$ cat config.mk
export PLATFORM = sky130hd
export DESIGN_NAME = uart_rx_16x
export DESIGN_NICKNAME = d
export VERILOG_FILES = /design/src/rtl/uart_pkg.sv /design/src/rtl/uart_rx_sync.sv /design/src/rtl/uart_rx_16x.sv
export SDC_FILE = /design/constraint.sdc
export NUM_CORES = 1
export LEC_CHECK = 0
export CAP_MARGIN = 30
export CORE_MARGIN = 2
export CORE_UTILIZATION = 55
export DETAILED_ROUTE_END_ITERATION = 10
export GPL_TIMING_DRIVEN = 0
export PLACE_DENSITY = 0.78
export SLEW_MARGIN = 20
export SYNTH_ARGS = -nofsm -noshare
export SYNTH_HDL_FRONTEND = slang
export SYNTH_SLANG_ARGS = --single-unit
$ cat constraint.sdc
create_clock -name clk -period 2.51 [get_ports clk]
set_input_delay 0.502 -clock clk [delete_from_list [all_inputs] [get_ports clk]]
set_output_delay 0.502 -clock clk [all_outputs]
set_load 0.1 [all_outputs]
$ cat src/rtl/uart_pkg.sv
// ---------------------------------------------------------------------------
// uart_pkg
// Shared definitions for the 16x-oversampling UART receiver: receiver state
// encoding, oversampling constants, sample points and the 2-of-3 vote helper
// used when the receiver is built with UART_RX_MAJORITY_EN.
// ---------------------------------------------------------------------------
package uart_pkg;

    typedef enum logic [1:0] {
        ST_IDLE  = 2'd0,
        ST_START = 2'd1,
        ST_DATA  = 2'd2,
        ST_STOP  = 2'd3
    } rx_state_e;

    localparam int unsigned OVERSAMPLE = 16;

    // Single-sample decision points
    localparam logic [3:0] MID_TICK  = 4'd7;
    localparam logic [3:0] LAST_TICK = 4'd15;

    // Majority-vote sample points (decision taken at the last one)
    localparam logic [3:0] MAJ_TICK_A = 4'd7;
    localparam logic [3:0] MAJ_TICK_B = 4'd8;
    localparam logic [3:0] MAJ_TICK_C = 4'd9;

    function automatic logic maj3(input logic a, input logic b, input logic c);
        return (a & b) | (a & c) | (b & c);
    endfunction

endpackage

$ cat src/rtl/uart_rx_sync.sv
// ---------------------------------------------------------------------------
// uart_rx_sync
// Brings the asynchronous rx pin into the clk domain and flags its falling
// edges.  All flops preset to 1 (line idle) so reset never fakes a start edge.
// Ports:
//   clk, rst   system clock, asynchronous active-high reset
//   rx         raw serial line
//   rx_s       synchronized rx
//   fall_edge  one-clk pulse when rx_s goes 1 -> 0
// ---------------------------------------------------------------------------
module uart_rx_sync #(
    parameter int unsigned SYNC_STAGES = 2
) (
    input  logic clk,
    input  logic rst,
    input  logic rx,
    output logic rx_s,
    output logic fall_edge
);

    logic [SYNC_STAGES-1:0] sync_q;
    logic                   rx_d;

    always_ff @(posedge clk or posedge rst) begin
        if (rst) begin
            sync_q <= '1;
            rx_d   <= 1'b1;
        end else begin
            sync_q <= {sync_q[SYNC_STAGES-2:0], rx};
            rx_d   <= sync_q[SYNC_STAGES-1];
        end
    end

    assign rx_s      = sync_q[SYNC_STAGES-1];
    assign fall_edge = rx_d & ~rx_s;

endmodule

$ cat src/rtl/uart_rx_16x.sv
// ---------------------------------------------------------------------------
// uart_rx_16x
// 8N1-style UART receiver (DATA_BITS data bits, LSB first) driven by a 16x
// baud clock-enable.  Optional build macro: UART_RX_MAJORITY_EN selects a
// 2-of-3 vote over ticks 7/8/9 of each bit instead of a single sample.
// Ports:
//   clk, rst        system clock, asynchronous active-high reset
//   baud_tick_16x   one-clk enable at 16x the baud rate
//   rx              asynchronous serial input, idles high
//   rx_data         last good word, held until the next good frame
//   rx_valid        one-clk pulse, rx_data is new
//   frame_err       one-clk pulse, stop bit sampled low
//   busy            high from start-edge detect until the frame ends
// ---------------------------------------------------------------------------
module uart_rx_16x #(
    parameter int unsigned DATA_BITS   = 8,
    parameter int unsigned OVERSAMPLE  = 16,
    parameter int unsigned SYNC_STAGES = 2
) (
    input  logic                 clk,
    input  logic                 rst,
    input  logic                 baud_tick_16x,
    input  logic                 rx,
    output logic [DATA_BITS-1:0] rx_data,
    output logic                 rx_valid,
    output logic                 frame_err,
    output logic                 busy
);

    import uart_pkg::*;

    localparam int unsigned TICK_W   = $clog2(OVERSAMPLE);
    localparam logic [3:0]  LAST_BIT = 4'(DATA_BITS - 1);

    rx_state_e              state_q, state_d;
    logic                   rx_s, fall_edge;
    logic [TICK_W-1:0]      tick_cnt;
    logic [3:0]             bit_cnt;
    logic [DATA_BITS-1:0]   shift_q;

    logic start_decide, bit_decide, bit_val;
    logic cnt_clr, bit_clr, shift_en, valid_set, err_set;

    uart_rx_sync #(.SYNC_STAGES(SYNC_STAGES)) u_sync (
        .clk       (clk),
        .rst       (rst),
        .rx        (rx),
        .rx_s      (rx_s),
        .fall_edge (fall_edge)
    );

`ifdef UART_RX_MAJORITY_EN
    // The counter is never cleared after the start edge, so it stays aligned
    // to bit boundaries and ticks 7/8/9 straddle the centre of every bit.
    logic samp_a_q, samp_b_q;

    always_ff @(posedge clk or posedge rst) begin
        if (rst) begin
            samp_a_q <= 1'b1;
            samp_b_q <= 1'b1;
        end else if (baud_tick_16x) begin
            if (tick_cnt == MAJ_TICK_A) samp_a_q <= rx_s;
            if (tick_cnt == MAJ_TICK_B) samp_b_q <= rx_s;
        end
    end

    assign start_decide = baud_tick_16x && (tick_cnt == MAJ_TICK_C);
    assign bit_decide   = baud_tick_16x && (tick_cnt == MAJ_TICK_C);
    assign bit_val      = maj3(samp_a_q, samp_b_q, rx_s);
`else
    // Clearing at mid start bit re-bases the counter so tick 15 is mid-bit.
    assign start_decide = baud_tick_16x && (tick_cnt == MID_TICK);
    assign bit_decide   = baud_tick_16x && (tick_cnt == LAST_TICK);
    assign bit_val      = rx_s;
`endif

    // State register
    always_ff @(posedge clk or posedge rst) begin
        if (rst) state_q <= ST_IDLE;
        else     state_q <= state_d;
    end

    // Next-state logic
    always_comb begin
        state_d = state_q;
        unique case (state_q)
            ST_IDLE:  if (fall_edge)    state_d = ST_START;
            ST_START: if (start_decide) state_d = bit_val ? ST_IDLE : ST_DATA;
            ST_DATA:  if (bit_decide && (bit_cnt == LAST_BIT)) state_d = ST_STOP;
            ST_STOP:  if (bit_decide)   state_d = ST_IDLE;
            default:                    state_d = ST_IDLE;
        endcase
    end

    // Control outputs
    always_comb begin
        cnt_clr   = 1'b0;
        bit_clr   = 1'b0;
        shift_en  = 1'b0;
        valid_set = 1'b0;
        err_set   = 1'b0;
        unique case (state_q)
            ST_IDLE: begin
                // Held at 0 here, so an edge coinciding with a tick starts at 0
                cnt_clr = 1'b1;
                bit_clr = 1'b1;
            end
            ST_START: begin
                bit_clr = 1'b1;
`ifndef UART_RX_MAJORITY_EN
                cnt_clr = start_decide;
`endif
            end
            ST_DATA:  shift_en = bit_decide;
            ST_STOP: begin
                valid_set = bit_decide & bit_val;
                err_set   = bit_decide & ~bit_val;
            end
            default: ;
        endcase
    end

    assign busy = (state_q != ST_IDLE);

    // Counters, shift register and registered outputs
    always_ff @(posedge clk or posedge rst) begin
        if (rst) begin
            tick_cnt  <= '0;
            bit_cnt   <= '0;
            shift_q   <= '0;
            rx_data   <= '0;
            rx_valid  <= 1'b0;
            frame_err <= 1'b0;
        end else begin
            rx_valid  <= valid_set;
            frame_err <= err_set;
            if (valid_set) rx_data <= shift_q;

            if (cnt_clr)            tick_cnt <= '0;
            else if (baud_tick_16x) tick_cnt <= tick_cnt + 1'b1;

            if (bit_clr)       bit_cnt <= '0;
            else if (shift_en) bit_cnt <= bit_cnt + 1'b1;

            if (shift_en) shift_q <= {bit_val, shift_q[DATA_BITS-1:1]};
        end
    end

endmodule

==> flow_summary.json, run 1 <==
{
  "run_status": "complete, no violations",
  "avgSynthCellArea_um2": 13.6,
  "p_leak_uw": 0.000715,
  "num_vias": 782,
  "ys_top_cells_by_area": "dfrtp_1 54%, mux2_2 14%, dfstp_2 6.1%",
  "grt_pass1_wl_mm": 3.73,
  "cp_num_buf_inv": 1,
  "slowest_stage": "clkdlybuf4s50_1",
  "dieHeight_um": 52.6,
  "io_buffers": 13,
  "rr_startpoint": "tick_cnt[0]$_DFFE_PP0P_",
  "clock-sinks": 31,
  "fin_crit_ns": 2.34,
  "timing.rr.end": "shift_q[6]$_DFFE_PP0P_",
  "rsz0062_at_grt": "false",
  "power_density_nw_per_um2": 765,
  "synth_cells": 96,
  "clock_latency_ns": 0.33,
  "crit_start": "rx_data[3]$_DFFE_PP0P_",
  "drcViolationCount": 0,
  "ys_warn_count": 0,
  "clock-root-buffer": "clkbuf_4",
  "crit_type": "reg -> out",
  "setup_ws_ns": 0.174,
  "relSlewSlack_pct": 33.7,
  "coreArea_um2": 2230,
  "synth_area_um2": 1300,
  "fmax_ghz": 0.428,
  "cts_tree": "done",
  "gr-usage-all-layers_pct": 20.0,
  "area_growth_pct": 16.5,
  "tns_ns": 0,
  "multi_input_area_um2": 490,
  "ys_types": 29,
  "dpl_cell_area_um2": 1470,
  "cp.depth": 1,
  "worstMarginPinSlew_ns": 0.991,
  "die_w_um": 52.6,
  "dr.pass1.iters": 4,
  "drt-initial-drc-count": 11,
  "period_share_pct": 93.1,
  "register_area_um2": 779,
  "wire_per_inst_um": 14.4,
  "syn_nets": 102,
  "setup_violations": 0,
  "arrival_ns": 1.83,
  "grt_pass1_vias": 813,
  "cts_buffers": 5,
  "finalPower_uw": 1160,
  "nets": 122,
  "synthFlopType": "dfrtp_1",
  "hp-class": "reg -> reg",
  "antennaDiodeCount": 0,
  "seq_area_frac_synth_pct": 59.9,
  "worstPathCellList": "clkdlybuf4s50_1",
  "startpoint_type": "register",
  "skew_ns": 0.0185,
  "rows": 17,
  "wl_mm": 2.09,
  "start_util_pct": 58.3,
  "hold_slack_ns": 0.360,
  "max_stage_delay_ns": 1.15,
  "required_ns": 2.01,
  "ys_ff_latch": 31,
  "die_area_um2": 2770,
  "cap_violations": 0,
  "io_pins": 15,
  "critPathCapture": "rx_data[3]",
  "r2r_slack_ns": 0.69,
  "finalHoldViolCount": 0,
  "h-tree-depth": 2,
  "synthArstFlopShare_pct": 100,
  "drv_slew": 0,
  "yosysTopAreaCellShare_pct": 53.8,
  "path_delay_family": "buffers and inverters",
  "vias_per_cell": 5.39,
  "clock_path_buffers": 2,
  "synth-edff-count": 0,
  "gp_congestion": 0.822,
  "grt_start_max_net_pins": 32,
  "cts_setup_buffers": 0,
  "clk_pin_slew_ns": 0.09,
  "synth_top_area_cell": "dfrtp_1",
  "place_hpwl_mm": 1.46,
  "final_area_um2": 1520,
  "grt_overflow": 0,
  "netlist_top_cells_count": "28 x dfrtp_1, 16 x mux2_2, 8 x nand2_1, 5 x mux2i_1, 4 x nor2_1",
  "post-place-ws_ns": 0.00363,
  "vdd_ir_drop_max_uv": 690,
  "cp-end-kind": "output pin",
  "fillers": 170,
  "antenna_found_initial": 0,
  "reg2regPathDepth": 4,
  "worstPathMaxFanout": 2,
  "yosysMostFrequentCell": "dfrtp_1",
  "drive_above_1_share_pct": 28.2,
  "drtAntennaViolNets": 0
}
==> worst min-delay path by stage <==
stage	start	end	slack, ns	cells past startpoint
floorplan	u_sync.sync_q[0]$_DFF_PP1_	u_sync.sync_q[1]$_DFF_PP1_	0.35	0
global placement	u_sync.sync_q[0]$_DFF_PP1_	u_sync.sync_q[1]$_DFF_PP1_	0.35	0
detailed placement	u_sync.sync_q[0]$_DFF_PP1_	u_sync.sync_q[1]$_DFF_PP1_	0.35	0
CTS	u_sync.sync_q[0]$_DFF_PP1_	u_sync.sync_q[1]$_DFF_PP1_	0.36	0
global route	u_sync.sync_q[0]$_DFF_PP1_	u_sync.sync_q[1]$_DFF_PP1_	0.36	0
finish	u_sync.sync_q[0]$_DFF_PP1_	u_sync.sync_q[1]$_DFF_PP1_	0.36	0
==> where the power goes <==
part           total, uW  switching, uW  internal (uW)
combinational        296            188            108
clock                271            159            112
sequential           593           40.5            552
total               1160            387            772
==> what timing repair did <==
item	4_1_cts	5_1_grt
endpoints found under the setup margin	1	0
resized for setup	3	0
hold buffers	0	0
==> state kept, by name, indices dropped and copies added (netlist names), named ones only <==
signal	flops
rx_data	8
tick_cnt	4
u_sync.sync_q	2
state_q	1
shift_q	8
bit_cnt	4
u_sync.rx_d	1
rx_valid	1
frame_err	1
==> final cells by class <==
class                      count  area share, %
multi-input combinational     58           32.3
sequential                    31           51.4
tap                           28           2.31
timing repair buffer          13           8.66
inverter                       3          0.743
clock buffer                   8           3.22
buffer                         4           1.32
==> cell families (layout without fill, tap and decap cells) <==
kind of cell               after synthesis  in the layout  synth area share (%)
buffers and inverters                    7             28                  2.40
xor gates and xnor gates                 4              4                  2.69
DFF                                     31             31                  59.9
and+or+nand+nor                         28             28                  13.6
AOI/OAI and AO/OA                        3              3                  1.83
muxes                                   21             21                  17.7
adders and majority gates                2              2                  1.92
==> cell usage in the layout (no fill, tap or decap), types with 3 or more instances in the layout <==
cell type,synthesis,layout
dfstp_2,3,3
dfrtp_1,28,28
mux2i_1,5,5
clkbuf_1,2,5
clkdlybuf4s50_1,0,12
nor2_1,4,4
clkbuf_4,0,5
mux2_2,16,16
nand2_1,8,8
==> per-layer routing <==
layer | track usage [%] | wire length, um | vias up
li1 | - | - | 377
met1 | 26.2 | 1020 | 386
met2 | 28.3 | 958 | 17
met3 | 8.57 | 89 | 2
met4 | 9.40 | 25 | 0
met5 | 0 | 0 | -
==> per-stage QoR <==
| step | instances | utilization, % |
|---|---|---|
| 2_1_floorplan | 96 | - |
| 3_3_place_gp | 137 | 65.7 |
| 3_5_place_dp | 137 | 65.7 |
| 4_1_cts | 145 | 67.9 |
| 5_1_grt | 145 | 67.9 |
| 6_report | 145 | 67.9 |
No activity file was read; power rests on OpenSTA's default activity.
==> run 2: changes to the inputs <==
--- a/config.mk
+++ b/config.mk
@@ -13,3 +13,3 @@
 export PLACE_DENSITY = 0.78
-export SLEW_MARGIN = 20
+export SLEW_MARGIN = 5
 export SYNTH_ARGS = -nofsm -noshare
@@ -17 +17,2 @@
 export SYNTH_SLANG_ARGS = --single-unit
+export TNS_END_PERCENT = 50
==> constraint.sdc (replaced) <==
create_clock -name clk -period 2.51 [get_ports clk]
set_input_delay 0.251 -clock clk [delete_from_list [all_inputs] [get_ports clk]]
set_output_delay 0.251 -clock clk [all_outputs]
set_load 0.1 [all_outputs]
==> flow_summary.json, run 2 (same netlist as run 1, synthesis figures left out) <==
{
  "setup_violations": 0,
  "layout_common_cells": "28 x dfrtp_1, 16 x mux2_2, 12 x clkdlybuf4s50_1",
  "skew_ns": 0.0165,
  "gr-usage-all-layers_pct": 19.9,
  "clk_pin_slew_ns": 0.10,
  "vias_per_cell": 5.53,
  "finalPower_uw": 1220,
  "place_inst": 138,
  "crit_type": "reg -> out",
  "clock-root-buffer": "clkbuf_4",
  "final_util_pct": 69.4,
  "drtAntennaViolNets": 0,
  "power_density_nw_per_um2": 787,
  "worstPathMaxFanout": 10,
  "drt-initial-drc-count": 3,
  "largestRegisters": "rx_data: 8 flops, shift_q: 8 flops",
  "worstPathCellList": "clkbuf_1 -> or2_2 -> dlygate4sd2_1",
  "coreArea_um2": 2230,
  "dieHeight_um": 52.6,
  "clock_path_buffers": 2,
  "io_buffers": 13,
  "worstMarginPinSlew_ns": 0.972,
  "rsz0062_at_grt": "false",
  "io_pins": 15,
  "wire_per_inst_um": 14.5,
  "ctsHoldBuffers": 0,
  "final_area_um2": 1550,
  "finalHoldViolCount": 0,
  "clock_latency_ns": 0.33,
  "antenna_found_initial": 0,
  "cts_tree": "done",
  "relSlewSlack_pct": 35.0,
  "grt_start_max_net_pins": 20,
  "dr.pass1.iters": 4,
  "startpoint_type": "register",
  "fin_crit_ns": 2.34,
  "clock-sinks": 31,
  "drv_slew": 0,
  "fmax_ghz": 0.427,
  "num_vias": 808,
  "area_growth_pct": 19.0,
  "place_hpwl_mm": 1.49,
  "cp-end-kind": "output pin",
  "path_delay_family": "buffers and inverters",
  "p_leak_uw": 0.000733,
  "stdcell_count": 146,
  "multi_input_area_um2": 490,
  "fillers": 186,
  "period_share_pct": 93.4,
  "arrival_ns": 2.09,
  "final_common_cell": "dfrtp_1",
  "slowest_stage": "dlygate4sd2_1",
  "register_area_um2": 779,
  "drcViolationCount": 0,
  "start_util_pct": 58.3,
  "rows": 17,
  "drive_above_1_share_pct": 28.8,
  "required_ns": 2.26,
  "die_area_um2": 2770,
  "vdd_ir_drop_max_uv": 818,
  "cap_violations": 0,
  "antennaDiodeCount": 0,
  "gp_congestion": 0.822,
  "hp-class": "in -> reg",
  "nets": 123,
  "grt_pass1_vias": 830,
  "die_w_um": 52.6,
  "cp_num_buf_inv": 2,
  "grt_overflow": 0,
  "h-tree-depth": 2,
  "tns_ns": 0,
  "run_status": "complete, no violations",
  "cts_buffers": 5,
  "dpl_cell_area_um2": 1480,
  "grt_pass1_wl_mm": 3.73,
  "max_stage_delay_ns": 0.84,
  "wl_mm": 2.11
}
## run 2: cell count changes in the layout (fill, tap and decap cells not counted)
cell | previous run | this run
clkbuf_1 | 5 | 3
clkbuf_8 | 0 | 2
dlygate4sd2_1 | 0 | 1
clkdlybuf4s15_2 | 1 | 0
inv_2 | 1 | 0
inv_1 | 2 | 3
buf_8 | 0 | 1
## run 2: per-layer routing
metal | vias to the layer above | wire length [um] | GRT usage (%)
li1 | 384 | - | -
met1 | 406 | 1010 | 24.3
met2 | 16 | 994 | 29.6
met3 | 2 | 88 | 9.43
met4 | 0 | 16 | 9.40
met5 | - | 0 | 0
## run 2: final cells by class
class	count	share of cell area, %
buffer	4	1.29
clock buffer	8	4.44
inverter	3	0.727
multi-input combinational	58	31.7
sequential	31	50.3
tap	28	2.26
timing repair buffer	14	9.29
## run 2: per-stage QoR
stage	worst slack, ns	hold WS (ns)
2_1_floorplan	0.900	0.255
3_3_place_gp	0.249	0.350
3_5_place_dp	0.260	0.350
4_1_cts	0.160	0.250
5_1_grt	0.00101	0.264
6_report	0.165	0.268
## run 2: timing repair
item / CTS / global route
buffers inserted: 0 / 0
resized for setup: 1 / 0
setup endpoints to repair: 1 / 0
## run 2: where the power goes
| group | switching [uW] | internal, uW | total, uW | leakage [uW] |
|---|---|---|---|---|
| clock | 164 | 165 | 329 | 0.0000386 |
| sequential | 39.2 | 552 | 592 | 0.000410 |
| combinational | 190 | 108 | 298 | 0.000284 |
| total | 393 | 825 | 1220 | 0.000733 |
## run 2: worst register-to-register path: stages, from the launching register on
cell	delay, ns
dfrtp_1	0.39
ha_1	0.27
nand3_2	0.18
nor3_4	0.49
mux2_2	0.40
## run 2: path summary, 6_finish.rpt
| path | start | end | slack [ns] | depth (start not counted) |
|---|---|---|---|---|
| setup / recovery | register | busy | 0.17 | 3 |
| hold / removal | baud_tick_16x | tick_cnt[0]$_DFFE_PP0P_ | 0.27 | 3 |
| setup reg to reg | tick_cnt[0]$_DFFE_PP0P_ | shift_q[3]$_DFFE_PP0P_ | 0.66 | 4 |
| hold reg to reg | u_sync.sync_q[0]$_DFF_PP1_ | u_sync.sync_q[1]$_DFF_PP1_ | 0.36 | 0 |
| max in group asynchronous | rst | shift_q[2]$_DFFE_PP0P_ | 1.63 | 3 |
| min in group asynchronous | rst | shift_q[7]$_DFFE_PP0P_ | 0.33 | 2 |
==> run 3: changes to the inputs <==
Settings changed: CORE_MARGIN 2 to 10.
==> flow_summary.json, run 3 (same netlist as run 1, synthesis figures left out) <==
{
  "start_util_pct": 58.3,
  "wire_per_inst_um": 14.2,
  "io_buffers": 13,
  "finalHoldViolCount": 0,
  "cts_buffers": 5,
  "drt-initial-drc-count": 17,
  "setup_violations": 0,
  "hold_slack_ns": 0.265,
  "hold_end": "tick_cnt[0]$_DFFE_PP0P_",
  "drive_above_1_share_pct": 28.8,
  "area_growth_pct": 17.9,
  "num_vias": 767,
  "cts_tree": "done",
  "cp-end-kind": "output pin",
  "timing.rr.end": "shift_q[2]$_DFFE_PP0P_",
  "power_density_nw_per_um2": 753,
  "wl_mm": 2.07,
  "cap_violations": 0,
  "dr.pass1.iters": 4,
  "layout_common_cells": "28 x dfrtp_1, 16 x mux2_2, 12 x clkdlybuf4s50_1",
  "post_cts_resized": 1,
  "nets": 123,
  "fin_crit_ns": 2.33,
  "vias_per_cell": 5.25,
  "antennaDiodeCount": 0,
  "drv_slew": 0,
  "place_hpwl_mm": 1.52,
  "drcViolationCount": 0,
  "rr_startpoint": "tick_cnt[0]$_DFFE_PP0P_",
  "skew_ns": 0.00444,
  "clock_latency_ns": 0.31,
  "ctsHoldBuffers": 0,
  "relSlewSlack_pct": 34.9,
  "p_leak_uw": 0.000722,
  "gr-usage-all-layers_pct": 9.95,
  "die_area_um2": 4710,
  "die_w_um": 68.6,
  "coreArea_um2": 2230,
  "r2r_slack_ns": 0.65,
  "drtAntennaViolNets": 0,
  "worstHoldStart": "baud_tick_16x",
  "clk_pin_slew_ns": 0.09,
  "worstPathCellList": "clkbuf_1 -> or2_2 -> dlygate4sd2_1",
  "reg2regPathDepth": 4,
  "arrival_ns": 2.08,
  "slowest_stage": "dlygate4sd2_1",
  "rsz0062_at_grt": "false",
  "register_area_um2": 779,
  "final_common_cell": "dfrtp_1",
  "largestRegisters": "rx_data: 8 flops, shift_q: 8 flops",
  "grt_pass1_vias": 788,
  "path_delay_family": "buffers and inverters",
  "clock_path_buffers": 2,
  "tns_ns": 0,
  "dieHeight_um": 68.6,
  "run_status": "complete, no violations",
  "grt_pass1_wl_mm": 3.62,
  "gp_congestion": 0.841,
  "rows": 17,
  "multi_input_area_um2": 490,
  "io_pins": 15,
  "required_ns": 2.26,
  "cp_num_buf_inv": 2,
  "crit_type": "reg -> out",
  "hp-class": "in -> reg",
  "h-tree-depth": 2,
  "fmax_ghz": 0.429,
  "vdd_ir_drop_max_uv": 524,
  "startpoint_type": "register",
  "worstPathMaxFanout": 10,
  "clock-sinks": 31,
  "min_path_cells": 3,
  "antenna_found_initial": 0,
  "clock-root-buffer": "clkbuf_4",
  "worstMarginPinSlew_ns": 0.973,
  "grt_start_max_net_pins": 18,
  "cts_setup_buffers": 0,
  "max_stage_delay_ns": 0.85,
  "grt_overflow": 0,
  "period_share_pct": 93.0,
  "fillers": 170
}
run 3: changes by cell type in the layout (fill, tap and decap cells not counted), sizes merged:
cell and change:
clkinv +1, clkinvlp +1, clkbuf -2
run 3: layout make-up:
class / count / share of cell area (%)
flip-flops and latches: 31 / 50.8
multi-input cells: 58 / 32.0
repair buffers: 14 / 9.38
clock buffers: 6 / 2.69
well taps: 28 / 2.28
plain buffers: 4 / 1.31
clock inverters: 2 / 0.816
inverters: 3 / 0.734
run 3: worst min-delay path, stage by stage:
cell	delay, ns
buf_4	0.13
xnor2_1	0.12
nor2_1	0.04
run 3: how the worst max path moves through the flow:
stage / from / end / slack, ns / cells past startpoint
final: register / busy / 0.18 / 3
after global routing: register / busy / 0.10 / 3
after global placement: register / busy / 0.24 / 3
after CTS: register / busy / 0.17 / 3
after detailed placement: register / busy / 0.24 / 3
after floorplan: tick_cnt[0]$_DFFE_PP0P_ / shift_q[0]$_DFFE_PP0P_ / 0.90 / 4
run 3: per-stage QoR:
| stage | util [%] | total power, uW | area (um^2) | instances | worst slack, ns |
|---|---|---|---|---|---|
| floorplan | - | 837 | 1300 | 96 | 0.900 |
| global placement | 65.7 | 888 | 1470 | 137 | 0.237 |
| detailed placement | 66.3 | 903 | 1480 | 138 | 0.240 |
| CTS | 68.7 | 1170 | 1530 | 146 | 0.168 |
| global route | 68.7 | 1230 | 1530 | 146 | 0.101 |
| finish | 68.7 | 1160 | 1530 | 146 | 0.176 |
run 3: power by group:
group          internal, uW  switching, uW  leakage [uW]
registers               552           38.3      0.000410
logic                   107            190      0.000284
clock network           108            160     0.0000282
run 3: layer usage:
| metal | track usage (%) | wire length [um] |
|---|---|---|
| met1 | 12.5 | 988 |
| met4 | 1.51 | 0 |
| met2 | 14.9 | 949 |
| met3 | 5.64 | 132 |
| met5 | 0 | 0 |
